**config.mk**
```make
export PLATFORM = sky130hd
export DESIGN_NAME = zsdram_frame_fetch
export DESIGN_NICKNAME = d
export VERILOG_FILES = /design/src/rtl/zsdram_frame_fetch.sv
export SDC_FILE = /design/constraint.sdc
export NUM_CORES = 1
export LEC_CHECK = 0
export ABC_AREA = 1
export BUFFER_PORTS_ARGS = -buffer_cell sky130_fd_sc_hd__buf_2
export CAP_MARGIN = 15
export CELL_PAD_IN_SITES_DETAIL_PLACEMENT = 1
export CELL_PAD_IN_SITES_GLOBAL_PLACEMENT = 1
export CORE_ASPECT_RATIO = 0.5
export CORE_UTILIZATION = 52
export CTS_CLUSTER_DIAMETER = 100
export DETAILED_ROUTE_END_ITERATION = 8
export PLACE_DENSITY_LB_ADDON = 0.1
export SYNTH_ARGS = -nofsm -noshare
export SYNTH_HDL_FRONTEND = slang
export SYNTH_SLANG_ARGS = --single-unit
```
**constraint.sdc**
```tcl
create_clock -name clk -period 6.55 [get_ports clk]
set_input_delay 0.3275 -clock clk [delete_from_list [all_inputs] [get_ports clk]]
set_output_delay 0.3275 -clock clk [all_outputs]
set_load 0.1 [all_outputs]
```
**src/rtl/zsdram_frame_fetch.sv**
```systemverilog
// Streams a frame buffer out of SDRAM in 4-word bursts into a first-word-fall-through pixel FIFO.
// Optional underrun counter is built only when FETCH_UNDERRUN_CNT_EN is defined.
module zsdram_frame_fetch #(
    parameter logic [23:0] FB_BASE     = 24'h000000,
    parameter int          FRAME_WORDS = 130560,
    parameter int          FIFO_DEPTH  = 16
) (
    input  logic        clk,
    input  logic        rst,
    input  logic        en,
    output logic        oRd_Req,
    output logic [23:0] oRd_Addr,
    input  logic        iRd_Done,
    input  logic [15:0] iRd_Data1,
    input  logic [15:0] iRd_Data2,
    input  logic [15:0] iRd_Data3,
    input  logic [15:0] iRd_Data4,
    input  logic        iFrame_Start,
    input  logic        iPix_Pop,
    output logic        oPix_Valid,
    output logic [15:0] oPix_Data,
    output logic        oFrame_Wrap,
    output logic [15:0] oUnderrun_Cnt
);
    localparam int              PTR_W    = $clog2(FIFO_DEPTH);
    localparam logic [24:0]     FB_END   = {1'b0, FB_BASE} + 25'(FRAME_WORDS);
    localparam logic [PTR_W:0]  ROOM_MAX = (PTR_W + 1)'(FIFO_DEPTH - 4);

    typedef enum logic [1:0] {IDLE = 2'd0, REQ = 2'd1, PUSH = 2'd2, FLUSH = 2'd3} state_t;
    state_t state, state_nxt;

    logic [23:0]      addr;
    logic [23:0]      rd_addr;
    logic             pending;
    logic             frame_wrap;
    logic [1:0]       push_idx;
    logic [15:0]      stage [4];
    logic [15:0]      mem [FIFO_DEPTH];
    logic [PTR_W-1:0] wr_ptr;
    logic [PTR_W-1:0] rd_ptr;
    logic [PTR_W:0]   count;
    logic [15:0]      hold_data;
    logic             fifo_empty;
    logic             fifo_room;
    logic             push_en;
    logic             pop_en;
    logic             last_push;
    logic             start_req;
    logic [24:0]      addr_adv;

    assign fifo_empty = (count == '0);
    assign fifo_room  = (count <= ROOM_MAX);
    assign push_en    = (state == PUSH) && !iFrame_Start;
    assign pop_en     = iPix_Pop && !fifo_empty;
    assign last_push  = push_en && (push_idx == 2'd3);
    assign start_req  = (state == IDLE) && (state_nxt == REQ);
    assign addr_adv   = {1'b0, addr} + 25'd4;

    always_ff @(posedge clk) begin
        if (rst) begin
            state <= IDLE;
        end else begin
            state <= state_nxt;
        end
    end

    always_comb begin
        state_nxt = state;
        case (state)
            IDLE: begin
                if (iFrame_Start)
                    state_nxt = FLUSH;
                else if (en && !pending && fifo_room)
                    state_nxt = REQ;
            end
            REQ: begin
                // A restart seen during the request lets it finish, then drops its data.
                if (iRd_Done)
                    state_nxt = (pending || iFrame_Start) ? FLUSH : PUSH;
            end
            PUSH: begin
                if (iFrame_Start)
                    state_nxt = FLUSH;
                else if (push_idx == 2'd3)
                    state_nxt = IDLE;
            end
            FLUSH:   state_nxt = IDLE;
            default: state_nxt = IDLE;
        endcase
    end

    always_comb begin
        oRd_Req = (state == REQ);
    end

    assign oRd_Addr    = rd_addr;
    assign oPix_Valid  = !fifo_empty;
    assign oPix_Data   = fifo_empty ? hold_data : mem[rd_ptr];
    assign oFrame_Wrap = frame_wrap;

    always_ff @(posedge clk) begin
        if (push_en)
            mem[wr_ptr] <= stage[push_idx];
        if ((state == REQ) && iRd_Done) begin
            stage[0] <= iRd_Data1;
            stage[1] <= iRd_Data2;
            stage[2] <= iRd_Data3;
            stage[3] <= iRd_Data4;
        end
    end

    always_ff @(posedge clk) begin
        if (rst) begin
            addr       <= FB_BASE;
            rd_addr    <= '0;
            pending    <= 1'b0;
            frame_wrap <= 1'b0;
            push_idx   <= '0;
            wr_ptr     <= '0;
            rd_ptr     <= '0;
            count      <= '0;
            hold_data  <= '0;
        end else begin
            frame_wrap <= 1'b0;
            // Empty FIFO keeps showing the last head word, so underruns never disturb the output.
            hold_data  <= oPix_Data;
            if (start_req)
                rd_addr <= addr;
            if ((state == REQ) && iFrame_Start)
                pending <= 1'b1;
            if (state != PUSH)
                push_idx <= '0;
            else if (push_en)
                push_idx <= push_idx + 2'd1;
            if (last_push) begin
                if (addr_adv >= FB_END) begin
                    addr       <= FB_BASE;
                    frame_wrap <= 1'b1;
                end else begin
                    addr <= addr_adv[23:0];
                end
            end
            if (state == FLUSH) begin
                addr    <= FB_BASE;
                pending <= 1'b0;
                wr_ptr  <= '0;
                rd_ptr  <= '0;
                count   <= '0;
            end else begin
                if (push_en)
                    wr_ptr <= wr_ptr + (PTR_W)'(1);
                if (pop_en)
                    rd_ptr <= rd_ptr + (PTR_W)'(1);
                if (push_en && !pop_en)
                    count <= count + (PTR_W + 1)'(1);
                else if (!push_en && pop_en)
                    count <= count - (PTR_W + 1)'(1);
            end
        end
    end

`ifdef FETCH_UNDERRUN_CNT_EN
    logic [15:0] underrun_cnt;

    function automatic logic [15:0] sat_inc16(input logic [15:0] v);
        return (v == 16'hFFFF) ? v : v + 16'd1;
    endfunction

    always_ff @(posedge clk) begin
        if (rst || iFrame_Start)
            underrun_cnt <= '0;
        else if (iPix_Pop && fifo_empty)
            underrun_cnt <= sat_inc16(underrun_cnt);
    end

    assign oUnderrun_Cnt = underrun_cnt;
`else
    assign oUnderrun_Cnt = '0;
`endif

endmodule

```
==> reports/results.tsv, run 1 <==
stage	metric	value	unit
yosys	seq_area_frac_synth	68.0	%
drt	vias_per_cell	5.83	
floorplan	coreArea	30900	µm²
yosys	ys_warn_count	0	
clocking	ctsResizeCount	0	
clocking	clk_pin_slew	70	ps
timing	layout_min_cycle_time	4030	ps
power	p_leak	6.79	nW
global_route	antenna_found_initial	2	
worst_hold_path	hold_path_class	in -> reg	
cells_and_area	nets	1745	
drt	ant_nets	0	
global_route	grt_pass1_wl	77.3	mm
drt	drt_wl_total	51.7	mm
worst_setup_path	path_cells	inv_2, buf_4, nor2_1, o211ai_1, o211ai_1, a31oi_1, buf_2	
worst_setup_path	path_class	reg -> out	
floorplan	die_area	32700	µm²
drt	vias	12340	
global_route	grt_use_total	31.8	%
worst_setup_path	critPathRequiredTime	6220	ps
worst_setup_path	cp.arrival	3710	ps
job	drv_cap	0	
worst_setup_path	crit_path_start_kind	flop	
yosys	ys.flop_type	edfxtp_1	
floorplan	ioPinCount	129	
timing	min_period_over_period	61.6	%
run_status	outcome	finished, final reports clean	
timing	skew	39.7	ps
worst_setup_path	crit_fanout	73	
yosys	synthArstFlopShare	0	%
global_route	grt_max_degree	101	
clocking	insertion_delay	560	ps
worst_setup_path	cp-end-kind	primary output	
timing	slew_violations	0	
clocking	numCtsBuffers	37	
drt	drc_errors	0	
worst_setup_path	cp_slowest_stage_delay	720	ps
clocking	postCtsHoldBufs	64	
floorplan	start_util	53.9	%
floorplan	dieHeight	128	µm
timing	max_freq	248	MHz
cells_and_area	layout_commonest_cell	edfxtp_1	
yosys	synth-edff-count	320	
global_route	grt_overflow	0	
yosys	syn-cell-area	16600	µm²
yosys	synth.ff_latch_count	405	
timing	fin_setup_tns	0	ps
yosys	synth_cells	1494	
yosys	syn_area_per_cell	11.1	µm²
floorplan	die_width	255	µm
worst_setup_path	cp_top_family	buffers and inverters	
drt	drt-pass1-iter-count	5	
timing	setup_viol	0	
cells_and_area	final_cell_mix	edfxtp_1, nor2_1, o21ai_0, nand2_1, buf_2	
placement	finalWeightedCongestion	0.845	
power	cellPowerDensity	413	nW/µm²
cells_and_area	post-route-util	63.1	%
power	ir_drop	0.408	mV
timing	fin_ws	2520	ps
floorplan	rows	45	
placement	port_buffers	110	
worst_setup_path	crit_top_cell	o211ai_1	
cells_and_area	syn_to_final_growth	17.1	%
placement	detailed_place_hpwl	29.0	mm
timing	worstMarginPinSlew	1230	ps
worst_setup_path	critPathBufInv	3	
timing	slew_headroom	17.6	%
placement	place_ws	3090	ps
clocking	h-tree-depth	2	
drt	routedWlPerCell	24.4	µm
worst_setup_path	slowest_stage	buf_4	
yosys	ys_types	40	
cells_and_area	drive_gt1_share	14.5	%
clocking	cts_tree	done	
clocking	cts_sinks	405	
global_route	first_global_vias	13272	
clocking	cts_max_path_buffers	3	
clocking	post_cts_buffers	0	
drt	drtIter0Drc	1060	
timing	finalHoldViolations	0	
clocking	cts_root_buf	clkbuf_16	
timing	rsz0062_at_grt	false	
-- metal layers --
layer | vias up | GRT usage (%) | wire length, µm
li1 | 5557 | - | -
met1 | 6154 | 39.4 | 19900
met5 | - | 0 | 0
met2 | 495 | 55.9 | 26400
met4 | 0 | 13.7 | 2050
met3 | 134 | 5.00 | 3340
-- sequential cells by signal, indices dropped and copies added, names as in the netlist, named ones only --
register / count
oFrame_Wrap: 1
hold_data: 16
stage: 64
state: 2
push_idx: 2
addr: 22
wr_ptr: 4
rd_ptr: 4
pending: 1
mem: 256
oRd_Addr: 22
count: 5
-- cell usage after synthesis, types with 13 or more instances --
library cell	n	area, µm²
a21oi_1	51	255
clkbuf_1	58	218
buf_4	19	143
inv_1	78	293
nor2_1	276	1040
nor3_1	13	65.1
o22ai_1	16	100
o211ai_1	53	398
dfxtp_1	85	1700
nor2_2	19	119
o21ai_0	201	1010
edfxtp_1	320	9610
nand3_1	40	200
nand2_1	150	563
-- kinds of logic (layout without fill, tap and decap cells) --
| family | count (synthesis) | count (layout) | share of synthesized area (%) |
|---|---|---|---|
| compound gates | 343 | 343 | 11.6 |
| xor+xnor | 11 | 11 | 0.579 |
| fa+ha+maj | 12 | 12 | 0.948 |
| buf+inv | 176 | 357 | 4.56 |
| flops | 405 | 405 | 68.0 |
| mux | 12 | 12 | 0.722 |
| other cells | 1 | 20 | 0.0226 |
| simple gates | 534 | 534 | 13.6 |
-- where the power goes --
part           total [mW]  internal [mW]  switching (mW)
Sequential           3.06           2.93           0.136
Combinational        2.77          0.547            2.23
Clock                2.21           1.21            1.00
Total                8.04           4.68            3.36
-- stage by stage --
stage	total power, mW	area (µm²)	instances	hold slack (ps)
6_report	8.04	19500	2117	138
5_1_grt	8.31	19500	2116	157
4_1_cts	7.97	19400	2111	112
3_5_place_dp	5.80	17600	1979	438
3_3_place_gp	5.69	17600	1978	430
2_1_floorplan	5.19	16700	1511	397
-- path summary, 6_finish.rpt --
check	depth (start not counted)	endpoint	from	slack, ps
setup / recovery	7	oPix_Data[5]	flop	2520
hold reg to reg	2	oRd_Addr[13]	oRd_Addr[13]	450
setup reg to reg	8	mem[7][1]	state[1]	3560
hold / removal	3	pending	iFrame_Start	140
-- area by class of cell --
cell class                 count  area [µm²]
clock inverter                14         115
multi-input combinational    930        4660
tap                          423         529
antenna                        2        5.00
fill                        3241       11400
clock buffer                  54        1060
timing repair buffer         205        1470
inverter                      84         315
sequential                   405       11300
-- tightest hold or removal path, delay by kind of cell --
kind / cells / cell delay (ps)
AOI/OAI and AO/OA: 1 / 50
buffers and inverters: 1 / 150
and+or+nand+nor: 1 / 80
(Power assumes the default switching activity.)
==> run 2: changes to the inputs <==
--- a/config.mk
+++ b/config.mk
@@ -11,7 +11,7 @@
 export CELL_PAD_IN_SITES_DETAIL_PLACEMENT = 1
 export CELL_PAD_IN_SITES_GLOBAL_PLACEMENT = 1
 export CORE_ASPECT_RATIO = 0.5
-export CORE_UTILIZATION = 52
+export CORE_UTILIZATION = 48
 export CTS_CLUSTER_DIAMETER = 100
 export DETAILED_ROUTE_END_ITERATION = 8
 export PLACE_DENSITY_LB_ADDON = 0.1
==> constraint.sdc (replaced) <==
create_clock -name clk -period 4.2 [get_ports clk]
set_input_delay 0.21 -clock clk [delete_from_list [all_inputs] [get_ports clk]]
set_output_delay 0.21 -clock clk [all_outputs]
set_load 0.1 [all_outputs]
==> reports/results.tsv, run 2 (same netlist as run 1, synthesis figures left out) <==
stage	metric	value	unit	change
drt	vias_per_cell	5.69		was 5.83
power	comb_power_share	33.9	%	was 34.5%
global_route	grt_pass1_wl	76.5	mm	was 77.3 mm
run_status	outcome	finished, final reports clean		unchanged
power	pwr-share-clk	27.4	%	was 27.5%
cells_and_area	largest_reg_flops	256		unchanged
timing	fin_setup_tns	0	ps	unchanged
worst_setup_path	critPathRequiredTime	3990	ps	was 6220 ps
clocking	cts_root_buf	clkbuf_16		unchanged
power	power.total	12.5	mW	was 8.04 mW
worst_setup_path	crit_path_start_kind	flop		unchanged
cells_and_area	final_cell_mix	edfxtp_1, nor2_1, o21ai_0, nand2_1, buf_2		unchanged
clocking	cts_sinks	405		unchanged
drt	drt_wl_total	50.3	mm	was 51.7 mm
power	switching_power	5.17	mW	was 3.36 mW
drt	drtIter0Drc	974		was 1,060
worst_setup_path	cp_top_family	flip-flops		was buffers and inverters
cells_and_area	syn_to_final_growth	18.0	%	was 17.1%
worst_setup_path	cp_slowest_stage_delay	1010	ps	was 720 ps
worst_setup_path	path_cells	buf_4, o21ai_0, o21ai_0, o211ai_1, nand2_1, nand2_1, nand2_1, buf_2		was inv_2, buf_4, nor2_1, o211ai_1, o211ai_1, a31oi_1, buf_2
timing	layout_min_cycle_time	3550	ps	
clocking	clk_pin_slew	60	ps	was 70 ps
cells_and_area	top_regs	mem x256, stage x64		unchanged
global_route	grt_max_degree	102		was 101
placement	dp_cells	2036		was 1,979
floorplan	start_util	49.5	%	was 53.9%
power	p_leak	6.86	nW	was 6.79 nW
worst_setup_path	critPathBufInv	2		was 3
timing	min_period_over_period	84.5	%	
worst_hold_path	hold_path_class	in -> reg		unchanged
floorplan	coreArea	33600	µm²	was 30,900 µm²
clocking	cts_max_path_buffers	3		unchanged
placement	finalWeightedCongestion	0.849		was 0.845
global_route	antenna_found_initial	1		was 2
timing	slew_headroom	22.6	%	was 17.6%
cells_and_area	layout_commonest_cell	edfxtp_1		unchanged
worst_hold_path	min_from	iFrame_Start		unchanged
worst_setup_path	crit_top_cell	nand2_1		was o211ai_1
timing	skew	19.1	ps	was 39.7 ps
timing	worstMarginPinSlew	1160	ps	was 1230 ps
global_route	grt_use_total	28.7	%	was 31.8%
power	ir_drop	0.618	mV	was 0.408 mV
cells_and_area	drive_gt1_share	15.5	%	was 14.5%
worst_setup_path	regToRegStartpoint	count[1]		was state[1]
power	p_seq_share	38.7	%	was 38.1%
floorplan	dieHeight	134	µm	was 128 µm
clocking	post_cts_buffers	0		unchanged
floorplan	rows	47		was 45
timing	rsz0062_at_grt	false		unchanged
placement	port_buffers	110		unchanged
timing	finalHoldViolations	0		unchanged
floorplan	die_area	35400	µm²	was 32,700 µm²
floorplan	ioPinCount	129		unchanged
power	cellPowerDensity	636	nW/µm²	was 413 nW/µm²
drt	ant_nets	0		unchanged
floorplan	die_width	265	µm	was 255 µm
global_route	grt_overflow	0		unchanged
drt	drt-pass1-iter-count	5		unchanged
worst_setup_path	cp.arrival	3340	ps	was 3710 ps
clocking	numCtsBuffers	37		unchanged
job	drv_cap	0		unchanged
cells_and_area	instances_no_fill	2170		was 2,117
drt	vias	12338		about the same
timing	setup_viol	0		unchanged
worst_setup_path	path_class	reg -> out		unchanged
drt	drc_errors	0		unchanged
timing	max_freq	282	MHz	
worst_setup_path	slowest_stage	dfxtp_4		was buf_4
timing	slew_violations	0		unchanged
clocking	insertion_delay	550	ps	was 560 ps
cells_and_area	nets	1758		was 1,745
placement	detailed_place_hpwl	29.5	mm	was 29.0 mm
drt	routedWlPerCell	23.2	µm	was 24.4 µm
power	p_sw_share	41.5	%	was 41.8%
power	p_int	7.30	mW	was 4.68 mW
worst_setup_path	crit_fanout	101		was 73
global_route	first_global_vias	13139		was 13.3k
clocking	h-tree-depth	2		unchanged
cells_and_area	top_register	mem		unchanged
clocking	cts_tree	done		unchanged
worst_setup_path	cp-end-kind	primary output		unchanged
run 2: power groups by stage:
stage	logic, mW	clock network [mW]	registers (mW)
final	4.23	3.42	4.83
after global routing	4.49	3.60	4.86
after CTS	4.22	3.41	4.83
after detailed placement	4.13	0	4.91
after global placement	3.99	0	4.89
after floorplan	3.19	0	4.90
run 2: tightest hold or removal path, delay by kind of cell:
kind	cells	cell delay (ps)
AO/OA/AOI/OAI	1	60
buffers and inverters	1	150
AND/OR/NAND/NOR	1	90
run 2: repair_timing:
action	in CTS	in global routing
gates resized for setup	0	0
hold buffers	64	0
hold endpoints to repair	64	0
run 2: layout make-up:
cell class / count / area, µm²
Fill cell: 3530 / 14000
Sequential cell: 405 / 11300
Clock inverter: 18 / 110
Antenna cell: 1 / 2.50
Timing Repair Buffer: 218 / 1550
Clock buffer: 49 / 1070
Inverter: 84 / 315
Tap cell: 465 / 582
Multi-Input combinational cell: 930 / 4660
run 2: worst paths after layout:
check	end	cells past startpoint	slack, ps
hold / removal	pending	3	30
setup / recovery	oPix_Data[7]	8	650
setup reg to reg	count[4]	15	1310
hold reg to reg	oRd_Addr[13]	2	440
run 2: per-stage QoR:
step           setup slack [ps]  hold WS [ps]  utilization [%]  area (µm²)
4_1_cts                     645          8.75             58.3       19600
2_1_floorplan              1060           279                -       16700
6_report                    650          30.0             58.4       19600
5_1_grt                     451          34.6             58.4       19600
3_5_place_dp               1250           389             52.9       17800
3_3_place_gp               1330           388             52.9       17800
run 2: routing by layer:
metal,vias up,track usage [%],wire length [µm]
met5,-,0,0
met3,93,4.23,2680
met2,393,49.8,25400
li1,5563,-,-
met1,6289,37.4,20800
met4,0,9.51,1430
==> run 3: changes to the inputs <==
--- a/config.mk
+++ b/config.mk
@@ -5,13 +5,13 @@
 export SDC_FILE = /design/constraint.sdc
 export NUM_CORES = 1
 export LEC_CHECK = 0
-export ABC_AREA = 1
+export ABC_AREA = 0
 export BUFFER_PORTS_ARGS = -buffer_cell sky130_fd_sc_hd__buf_2
 export CAP_MARGIN = 15
 export CELL_PAD_IN_SITES_DETAIL_PLACEMENT = 1
 export CELL_PAD_IN_SITES_GLOBAL_PLACEMENT = 1
 export CORE_ASPECT_RATIO = 0.5
-export CORE_UTILIZATION = 48
+export CORE_UTILIZATION = 46
 export CTS_CLUSTER_DIAMETER = 100
 export DETAILED_ROUTE_END_ITERATION = 8
 export PLACE_DENSITY_LB_ADDON = 0.1
==> constraint.sdc (replaced) <==
create_clock -name clk -period 2.9 [get_ports clk]
set_input_delay 0.145 -clock clk [delete_from_list [all_inputs] [get_ports clk]]
set_output_delay 0.145 -clock clk [all_outputs]
set_load 0.1 [all_outputs]
==> reports/results.tsv, run 3 <==
stage	metric	value	unit	change
yosys	synth-edff-count	320		unchanged
worst_setup_path	slowest_stage	mux4_2		was dfxtp_4
placement	port_buffers	110		unchanged
global_route	grt_overflow	0		unchanged
drt	drc_errors	0		unchanged
power	p_sw_share	32.7	%	was 41.5%
cells_and_area	final_cell_mix	edfxtp_1, mux4_2, buf_2, dfxtp_1, nor2_1		was edfxtp_1, nor2_1, o21ai_0, nand2_1, buf_2
power	p_int	11.5	mW	was 7.30 mW
worst_setup_path	path_cells	buf_12, buf_12, mux4_2, mux4_2, mux2_4, buf_12		was buf_4, o21ai_0, o21ai_0, o211ai_1, nand2_1, nand2_1, nand2_1, buf_2
yosys	synth.ff_latch_count	405		unchanged
cells_and_area	top_regs	mem x256, stage x64		unchanged
drt	vias	8798		was 12.3k
yosys	post-synth-top-count-cell	edfxtp_1		unchanged
worst_setup_path	cp-end-kind	primary output		unchanged
floorplan	start_util	47.7	%	was 49.5%
timing	min_period_over_period	100	%	
yosys	synthArstFlopShare	0	%	unchanged
worst_setup_path	cp_slowest_stage_delay	560	ps	was 1010 ps
yosys	ys.flop_type	edfxtp_1		unchanged
floorplan	die_width	266	µm	was 265 µm
timing	fin_setup_tns	-13.1	ps	was 0 ps
timing	slew_headroom	41.4	%	was 22.6%
timing	fin_ws	-13.1	ps	was 650 ps
worst_setup_path	crit_fanout	6		was 101
cells_and_area	top_register	mem		unchanged
placement	finalWeightedCongestion	0.756		was 0.849
yosys	syn_area_per_cell	17.9	µm²	was 11.1 µm²
drt	routedWlPerCell	23.5	µm	was 23.2 µm
timing	worstMarginPinSlew	878	ps	was 1160 ps
drt	vias_per_cell	5.45		was 5.69
drt	drt_wl_total	37.9	mm	was 50.3 mm
yosys	synth_cells	896		was 1,494
worst_hold_path	min_from	iRd_Done		was iFrame_Start
worst_hold_path	hold_path_class	in -> reg		unchanged
yosys	synth_top_area_share	59.8	%	was 57.8%
power	ir_drop	0.622	mV	was 0.618 mV
clocking	insertion_delay	530	ps	was 550 ps
clocking	numCtsBuffers	37		unchanged
worst_setup_path	path_class	reg -> out		unchanged
timing	slew_violations	0		unchanged
placement	dp_cells	1477		was 2,036
cells_and_area	drive_gt1_share	32.2	%	was 15.5%
floorplan	dieHeight	134	µm	about the same
global_route	grt_pass1_wl	58.0	mm	was 76.5 mm
yosys	ys_warn_count	0		unchanged
timing	finalHoldViolations	0		unchanged
timing	layout_min_cycle_time	2910	ps	
worst_setup_path	cp.arrival	2770	ps	was 3340 ps
worst_setup_path	crit_top_cell	buf_12		was nand2_1
yosys	yosys.area.top_type	edfxtp_1		unchanged
power	comb_power_share	33.0	%	was 33.9%
power	switching_power	5.58	mW	was 5.17 mW
yosys	seq_area_frac_synth	70.4	%	was 68.0%
timing	skew	21.5	ps	was 19.1 ps
power	p_seq_share	38.8	%	was 38.7%
drt	drt-pass1-iter-count	4		was 5
clocking	cts_max_path_buffers	3		unchanged
cells_and_area	syn_to_final_growth	22.2	%	was 18.0%
cells_and_area	layout_commonest_cell	edfxtp_1		unchanged
worst_setup_path	critPathRequiredTime	2760	ps	was 3990 ps
cells_and_area	instances_no_fill	1615		was 2,170
power	power.total	17.1	mW	was 12.5 mW
cells_and_area	largest_reg_flops	256		unchanged
timing	rsz0062_at_grt	true		was false
floorplan	die_area	35700	µm²	was 35,400 µm²
floorplan	rows	47		unchanged
job	drv_cap	0		unchanged
placement	detailed_place_hpwl	23.2	mm	was 29.5 mm
power	pwr-share-clk	28.2	%	was 27.4%
floorplan	ioPinCount	129		unchanged
global_route	antenna_found_initial	3		was 1
run_status	violations	negative setup slack		
cells_and_area	nets	1204		was 1,758
clocking	cts_root_buf	clkbuf_16		unchanged
global_route	grt_use_total	22.0	%	was 28.7%
power	p_leak	6.91	nW	was 6.86 nW
floorplan	coreArea	33700	µm²	was 33,600 µm²
timing	setup_viol	1		was 0
cells_and_area	post-route-util	58.3	%	was 58.4%
worst_setup_path	ff2ff_setup_slack	170	ps	was 1310 ps
global_route	grt_max_degree	66		was 102
run_status	outcome	finished with violations		was finished, final reports clean
yosys	ys_types	58		was 40
drt	drtIter0Drc	603		was 974
worst_setup_path	crit_path_start_kind	flop		unchanged
drt	ant_nets	0		unchanged
clocking	cts_sinks	405		unchanged
worst_setup_path	regToRegStartpoint	count[0]		was count[1]
yosys	syn-cell-area	16100	µm²	was 16,600 µm²
yosys	synthTopCellsByCount	edfxtp_1, mux4_2, dfxtp_1		was edfxtp_1, nor2_1, o21ai_0
power	cellPowerDensity	869	nW/µm²	was 636 nW/µm²
yosys	synthTopCellsByArea	edfxtp_1, mux4_2, dfxtp_1		was edfxtp_1, dfxtp_1, nor2_1
timing	max_freq	343	MHz	
cells_and_area	n_antenna_cell	0		was 1
placement	place_ws	75.8	ps	was 1250 ps
global_route	first_global_vias	9623		was 13.1k
clocking	h-tree-depth	2		unchanged
clocking	cts_tree	done		unchanged
clocking	clk_pin_slew	60	ps	about the same
## run 3: cell types whose count changed in the layout (fill, tap and decap cells not counted), moves of 38 or more
cell      before  now
nand2_1      150   29
a21oi_1       51   13
o21ai_0      201    4
o211ai_1      53    1
nor2_1       263   66
inv_1         78    9
mux4_2         0   96
## run 3: layout make-up
class | instances | area, µm²
Clock buffer | 57 | 1060
Inverter | 9 | 33.8
Fill cell | 3027 | 14100
Clock inverter | 10 | 108
Multi-Input combinational cell | 432 | 4540
Sequential cell | 405 | 11300
Tap cell | 465 | 582
Timing Repair Buffer | 237 | 2000
## run 3: repair_timing
action / 4_1_cts / 5_1_grt
hold buffers: 65 / 0
resized for setup: 60 / 17
endpoints found under the setup margin: 16 / 16
setup buffers: 7 / 0
endpoints found under the hold margin: 67 / 0
cloned: 3 / 0
## run 3: path summary, 6_finish.rpt
| check | endpoint | cells after the start |
|---|---|---|
| setup / recovery | oPix_Data[0] | 6 |
| hold / removal | state[0] | 4 |
| setup reg to reg | count[4] | 12 |
| hold reg to reg | oRd_Addr[7] | 2 |
## run 3: stage by stage
step,hold WS (ps),cell area [µm²]
2_1_floorplan,244,16200
3_3_place_gp,321,17500
3_5_place_dp,323,17500
4_1_cts,2.12,19600
5_1_grt,34.9,19600
6_report,30.5,19600
## run 3: logic make-up after synthesis
| logic type | count (synthesis) | share of synthesized area, % |
|---|---|---|
| buf+inv | 76 | 2.43 |
| other cells | 1 | 0.0233 |
| xor+xnor | 25 | 1.36 |
| fa+ha+maj | 12 | 0.981 |
| simple gates | 204 | 7.14 |
| mux | 136 | 16.1 |
| compound gates | 37 | 1.66 |
| flops | 405 | 70.4 |
## run 3: critical path, delay by kind of cell, from the launching register on
family | cells | cell delay, ps
buf+inv | 3 | 450
flops | 1 | 390
mux | 3 | 1390
## run 3: per-layer routing
layer,share of wire (%),global-route usage (%)
met1,45,31.1
met2,49,36.7
met3,4.4,3.51
met4,1.2,3.86
met5,0,0
## run 3: power by group through the flow
stage / Sequential, mW / Combinational, mW / Clock [mW]
6_report: 6.62 / 5.64 / 4.81
5_1_grt: 6.64 / 5.88 / 5.13
4_1_cts: 6.61 / 5.56 / 4.92
3_5_place_dp: 6.78 / 4.58 / 0
3_3_place_gp: 6.76 / 4.52 / 0
2_1_floorplan: 6.68 / 3.80 / 0
